===== src/rtl/timing_sequencer.sv =====
// ============================================================================
//  Module      : timing_sequencer
//  Description : Sequence-counter control stage. Produces the 3-bit step value
//                for the timing decoder and owns run/halt/single-step control.
//  Revision    : 1.0 - initial release
// ============================================================================
`default_nettype none

module timing_sequencer #(
    parameter logic [2:0] STEP_LIMIT = 3'd7
) (
    input  logic       clk,
    input  logic       rst_n,
    input  logic       start,
    input  logic       step_req,
    input  logic       halt,
    input  logic       sc_clr,
    input  logic       stall,
    output logic [2:0] sc_value,
    output logic       running,
    output logic       halted,
    output logic       instr_done,
    output logic       overrun
);

    localparam logic [1:0] c_ST_IDLE   = 2'd0;
    localparam logic [1:0] c_ST_RUN    = 2'd1;
    localparam logic [1:0] c_ST_STEP   = 2'd2;
    localparam logic [1:0] c_ST_HALTED = 2'd3;

    localparam logic [2:0] c_SC_IDLE   = 3'd0;
    localparam logic [2:0] c_SC_FIRST  = 3'd1;

    logic [1:0] r_state;
    logic [2:0] r_sc_value;
    logic       r_instr_done;
    logic       r_overrun;

    logic [1:0] w_state_next;
    logic [2:0] w_sc_next;
    logic       w_done_next;
    logic       w_ovr_next;
    logic       w_active;
    logic       w_can_incr;

    assign w_active   = (r_state == c_ST_RUN) || (r_state == c_ST_STEP);
    // Anything at or above the limit takes the wrap path, so a stray value can never run past it.
    assign w_can_incr = (r_sc_value < STEP_LIMIT);

    // State and output registers
    always_ff @(posedge clk or negedge rst_n) begin
        if (!rst_n) begin
            r_state      <= c_ST_IDLE;
            r_sc_value   <= c_SC_IDLE;
            r_instr_done <= 1'b0;
            r_overrun    <= 1'b0;
        end else begin
            r_state      <= w_state_next;
            r_sc_value   <= w_sc_next;
            r_instr_done <= w_done_next;
            r_overrun    <= w_ovr_next;
        end
    end

    // Next-state logic
    always_comb begin
        w_state_next = r_state;
        case (r_state)
            c_ST_IDLE, c_ST_HALTED: begin
                if (start) begin
                    w_state_next = c_ST_RUN;
                end else if (step_req) begin
                    w_state_next = c_ST_STEP;
                end
            end
            c_ST_RUN: begin
                if (halt) begin
                    w_state_next = c_ST_HALTED;
                end
            end
            c_ST_STEP: begin
                if (halt) begin
                    w_state_next = c_ST_HALTED;
                end else if (sc_clr) begin
                    w_state_next = c_ST_IDLE;
                end
            end
            default: w_state_next = c_ST_IDLE;
        endcase
    end

    // Next-output logic; halt outranks sc_clr, which outranks stall
    always_comb begin
        w_sc_next   = c_SC_IDLE;
        w_done_next = 1'b0;
        w_ovr_next  = 1'b0;
        if (w_active) begin
            if (halt) begin
                w_sc_next = c_SC_IDLE;
            end else if (sc_clr) begin
                w_done_next = 1'b1;
                w_sc_next   = (r_state == c_ST_STEP) ? c_SC_IDLE : c_SC_FIRST;
            end else if (stall) begin
                w_sc_next = r_sc_value;
            end else if (w_can_incr) begin
                w_sc_next = r_sc_value + 3'd1;
            end else begin
                w_sc_next  = c_SC_FIRST;
                w_ovr_next = 1'b1;
            end
        end else if (start || step_req) begin
            w_sc_next = c_SC_FIRST;
        end
    end

    assign sc_value   = r_sc_value;
    assign running    = w_active;
    assign halted     = (r_state == c_ST_HALTED);
    assign instr_done = r_instr_done;
    assign overrun    = r_overrun;

endmodule

`default_nettype wire


===== config.mk =====
export PLATFORM = sky130hd
export DESIGN_NAME = timing_sequencer
export DESIGN_NICKNAME = d
export VERILOG_FILES = /design/src/rtl/timing_sequencer.sv
export SDC_FILE = /design/constraint.sdc
export NUM_CORES = 1
export LEC_CHECK = 0
export CAP_MARGIN = 20
export CORE_AREA = 3 3 40 42
export DETAILED_ROUTE_END_ITERATION = 8
export DIE_AREA = 0 0 43 45
export PLACE_DENSITY = 0.6
export SYNTH_ARGS = -nofsm -noshare
export SYNTH_HDL_FRONTEND = slang
export SYNTH_SLANG_ARGS = --single-unit

===== constraint.sdc =====
create_clock -name clk -period 1.6 [get_ports clk]
set_input_delay 0.24 -clock clk [delete_from_list [all_inputs] [get_ports clk]]
set_output_delay 0.24 -clock clk [all_outputs]
set_load 0.05 [all_outputs]

==> Word-level counts from Yosys, hierarchy flattened <==
Index checks and enable logic that the tools add are counted.
{ "totals": {"word_cells": 39, "output_inout_bits": 7, "input_bits": 7, "regBits": 7} }
{ "op_classes": {"n_addsub": 1, "eq_ne": 7, "n_lt_le_gt_ge": 1, "reduce_logical": 5, "mux": 21} }
{ "ops": {"columns": ["op", "n"], "rows": [
  ["3-bit 2-to-1 mux", 5],
  ["1-bit 2-to-1 mux", 10],
  ["2-bit 2-to-1 mux", 5],
  ["3-bit inequality test (second input constant)", 2],
  ["2-bit case mux with 3 select lines", 1],
  ["2-bit == test (second input constant)", 2],
  ["4-bit inequality test (second input constant)", 1],
  ["3-bit by 1-bit adder with 3-bit output (second input constant)", 1],
  ["3-bit < comparator (second input constant)", 1],
  ["3-bit AND reduction", 1],
  ["2-bit by 1-bit == test with 1-bit output (second input constant)", 1],
  ["2-bit logical NOT", 1],
  ["1-bit logical OR", 2],
  ["2-bit inequality test (second input constant)", 1],
  ["2-bit OR reduction", 1]
]} }

==> Logic depth before layout (Yosys ltp) <==
{ "depth": {"depth_word": 6, "mapped_depth": 5, "ltp_nobuf": 5} }

==> Worst setup path before layout <==
Ideal clock, no wire load.
{ "synth_path": {"path_kind": "flip-flop to flip-flop", "start": "register r_state[0]", "end": "register r_state[0]", "setup_ns": 0.124, "setup_slack_ns": 0.018, "required_time_ns": 1.476, "path_stages_with_launch": 6, "arrival_time_ns": 1.458, "period_less_slack_ns": 1.582, "n_path_buf": 0, "cell_sequence": "dfrtp_1 -> inv_1 -> ha_1 -> inv_1 -> o211a_1 -> a211o_1"} }
{ "synth_between": {"elab_chain_len": 4, "word_cells_on_any_way": 10, "classes_between": "6 x eq/ne; 1 x mux; 3 x reduce/logical"} }
{ "synth_rtl": {"columns": ["element", "line", "rtl"], "rows": [
  ["from (decl)", "34", "logic [1:0] r_state;"],
  ["from (signal assigned)", "53", "r_state <= c_ST_IDLE;"],
  ["from (signal assigned)", "58", "r_state <= w_state_next;"],
  ["2-bit == test or 2-bit logical NOT (tied branches)", "68", "case (r_state)"],
  ["2-bit OR reduction", "68", null],
  ["3-bit inequality test (no source line)", null, null],
  ["3-bit AND reduction (no source line)", null, null]
]} }
Parallel ways exist; a longest one is shown, timed or not.
A chain may end at the register's enable or synchronous reset.

==> Worst setup path after layout <==
{ "layout_path": {"start": "register r_state[0]", "end": "output running"} }
{ "layout_between": {"elab_chain_len": 2, "word_cells_on_any_way": 3, "classes_between": "2 x eq/ne; 1 x reduce/logical"} }
{ "layout_rtl": {"columns": ["element", "line", "rtl"], "rows": [
  ["2-bit by 1-bit == test with 1-bit output or 2-bit == test (tied branches)", "46", "assign w_active = (r_state == c_ST_RUN) || (r_state == c_ST_STEP);"],
  ["1-bit logical OR (*)", "46", null],
  ["to (decl)", "20", "output logic running,"]
]} }
Every way passes the cells marked *; elsewhere a longest branch is shown, timed or not.

==> impl_metrics.json <==
{
  "fp-row-count": 13,
  "drive_gt1_frac": 0.224,
  "drc": 0,
  "reg2reg_to": "r_state[0]$_DFFE_PN0P_",
  "max_slew.worst_pin.slew_ns": 0.337,
  "grt_start_max_net_pins": 11,
  "drt_iter0_markers": 16,
  "cts_setup_buffers": 0,
  "postSynthCellCount": 50,
  "synth_edf_count": 0,
  "hold_path.class": "input pin to async pin",
  "die_h_um": 45,
  "dieArea_um2": 1940,
  "cp.arrival_ns": 1.29,
  "via_per_inst": 5.50,
  "place_ws_ns": 0.0887,
  "p_switching_mw": 0.646,
  "regToRegStartpoint": "r_state[0]$_DFFE_PN0P_",
  "drtAntennaViolNets": 0,
  "yosys_warnings": 0,
  "gp_congestion": 0.794,
  "fin_nets": 79,
  "tritoncts": "built",
  "cts-htree-levels": 1,
  "synth_cell_types": 24,
  "maxCapViolCount": 0,
  "nFillCells": 111,
  "hold_viol_final": 0,
  "fin_crit_ns": 1.53,
  "numCtsBuffers": 3,
  "yosysSeqAreaShare": 0.377,
  "sequentialPowerShare": 0.209,
  "track_usage": 0.134,
  "wl_per_cell_um": 12.9,
  "grt_setup_unrepaired": "false",
  "crit_fanout": 5,
  "io_buffers": 13,
  "fin_ws_ns": 0.0674,
  "drt_pass1_iterations": 4,
  "syn_nets": 61,
  "clk_path_buf_depth": 2,
  "crit_required_ns": 1.36,
  "powerDensity_nw_per_um2": 2130,
  "syn2layout_area_growth_pct": 42.6,
  "leakage_nw": 0.303,
  "start_util": 0.361,
  "num_io_pins": 14,
  "seqCellArea_um2": 175,
  "clk_pin_slew_worst_paths_ns": 0.06,
  "finalCritPeriodShare": 0.958,
  "diodes": 0,
  "fmax_mhz": 652,
  "slew_violations": 0,
  "grtUsageMet2": 0.186,
  "top_usage_layer": "met2",
  "comb_power_share": 0.674,
  "finalPower_mw": 1.41,
  "peakVddDrop_mv": 0.899,
  "setup_viol": 0,
  "hpwl_um": 764,
  "grt-ovfl-total": 0,
  "numClockSinks": 7,
  "syn-cell-area_um2": 464,
  "wl_mm": 1.06,
  "critPathLaunchType": "register",
  "ff2ff_path_depth": 5,
  "fin_skew_ns": 0.00947,
  "crit_type": "register to output port",
  "pwr-share-clk": 0.118,
  "die_w_um": 43,
  "async_flop_share": 1.00,
  "grt_pass1_vias": 404,
  "status": "completed",
  "critPathCaptureType": "output port",
  "hold_slack_ns": 0.244,
  "cts_root_buffer": "clkbuf_4",
  "cts.hold.buffers_added": 0,
  "multi_input_area_um2": 282,
  "p_sw_frac": 0.458,
  "use_met3": 0.0677,
  "clk_latency_ns": 0.26,
  "grt_pass1_wl_mm": 1.81,
  "tns_ns": 0,
  "placed_cell_area_um2": 623,
  "r2r_slack_ns": 0.19,
  "met1_usage": 0.153,
  "cts.repair.resized": 2,
  "slew_headroom": 0.775,
  "yosys_register_bits": 7,
  "power.internal_mw": 0.766,
  "coreArea_um2": 1280,
  "fin_area_um2": 662,
  "antenna_found_initial": 0,
  "avgSynthCellArea_um2": 9.28,
  "ys.flop_type": "dfrtp_1",
  "vias": 451
}
per-stage QoR:
| stage | utilization | cells |
|---|---|---|
| after floorplan | - | 50 |
| after global placement | 0.485 | 78 |
| after detailed placement | 0.485 | 78 |
| after CTS | 0.515 | 82 |
| after global routing | 0.515 | 82 |
| final | 0.515 | 82 |
sequential cells by signal (all words and copies together), names as in the netlist:
register and flops:
overrun 1, instr_done 1, r_state 2, sc_value 3
worst max-delay path, cell delays in order (launching register included):
cell and delay (ns):
dfrtp_1 0.40, inv_1 0.16, ha_4 0.24, inv_2 0.10, buf_12 0.14
per-layer routing:
layer,vias to the layer above,routed length (um)
met4,0,50
met1,205,459
met3,7,96
met2,22,451
met5,-,0
li1,217,-
power groups by stage:
stage	sequential, mW	clock [mW]	combinational, mW
after floorplan	0.361	0	0.484
after detailed placement	0.291	0	0.897
after global placement	0.295	0	0.901
after CTS	0.293	0.175	0.956
final	0.294	0.166	0.952
after global routing	0.300	0.185	1.02
worst max path at each step:
stage / from / cells after the start / end / slack (ns)
floorplan: r_state[0]$_DFFE_PN0P_ / 5 / r_state[0]$_DFFE_PN0P_ / 0.02
global placement: sc_clr / 4 / r_state[0]$_DFFE_PN0P_ / 0.08
detailed placement: sc_clr / 4 / r_state[0]$_DFFE_PN0P_ / 0.09
CTS: r_state[0]$_DFFE_PN0P_ / 4 / running / 0.05
global route: r_state[0]$_DFFE_PN0P_ / 4 / running / 0.004
finish: r_state[0]$_DFFE_PN0P_ / 4 / running / 0.07
cell usage after synthesis, types with 2 or more instances:
library cell  number  area share
dfrtp_1            7        0.38
nor2_1             4       0.032
nor3_1             2       0.022
nand3_1            2       0.022
a21oi_1            3       0.032
inv_1              4       0.032
nand2b_1           2       0.027
nand2_1            5       0.040
ha_1               4        0.11
a211oi_1           3       0.049
cells by family (layout without fill, tap and decap cells):
kind of cell	Yosys count	after routing	share of synthesized area
compound gates	16	16	0.278
fa+ha+maj	4	4	0.108
buf+inv	5	22	0.0431
flops	7	7	0.377
simple gates	18	18	0.194
cells in the final DEF (no fill, tap or decap), types with 2 or more instances in the layout:
cell type | Yosys | final
buf_12 | 0 | 2
ha_1 | 4 | 3
buf_4 | 0 | 6
nor2_1 | 4 | 4
inv_1 | 4 | 3
a21oi_1 | 3 | 3
a211oi_1 | 3 | 3
clkbuf_4 | 0 | 3
dfrtp_1 | 7 | 7
nand3_1 | 2 | 2
nor3_1 | 2 | 2
clkdlybuf4s50_1 | 0 | 6
nand2b_1 | 2 | 2
nand2_1 | 5 | 5
cell type report:
cell class,instances,share of cell area
flip-flops and latches,7,0.265
inverters,4,0.0227
clock buffers,4,0.0397
multi-input cells,38,0.425
repair buffers,14,0.219
well taps,15,0.0284
Power figures use the tool's default switching activity.
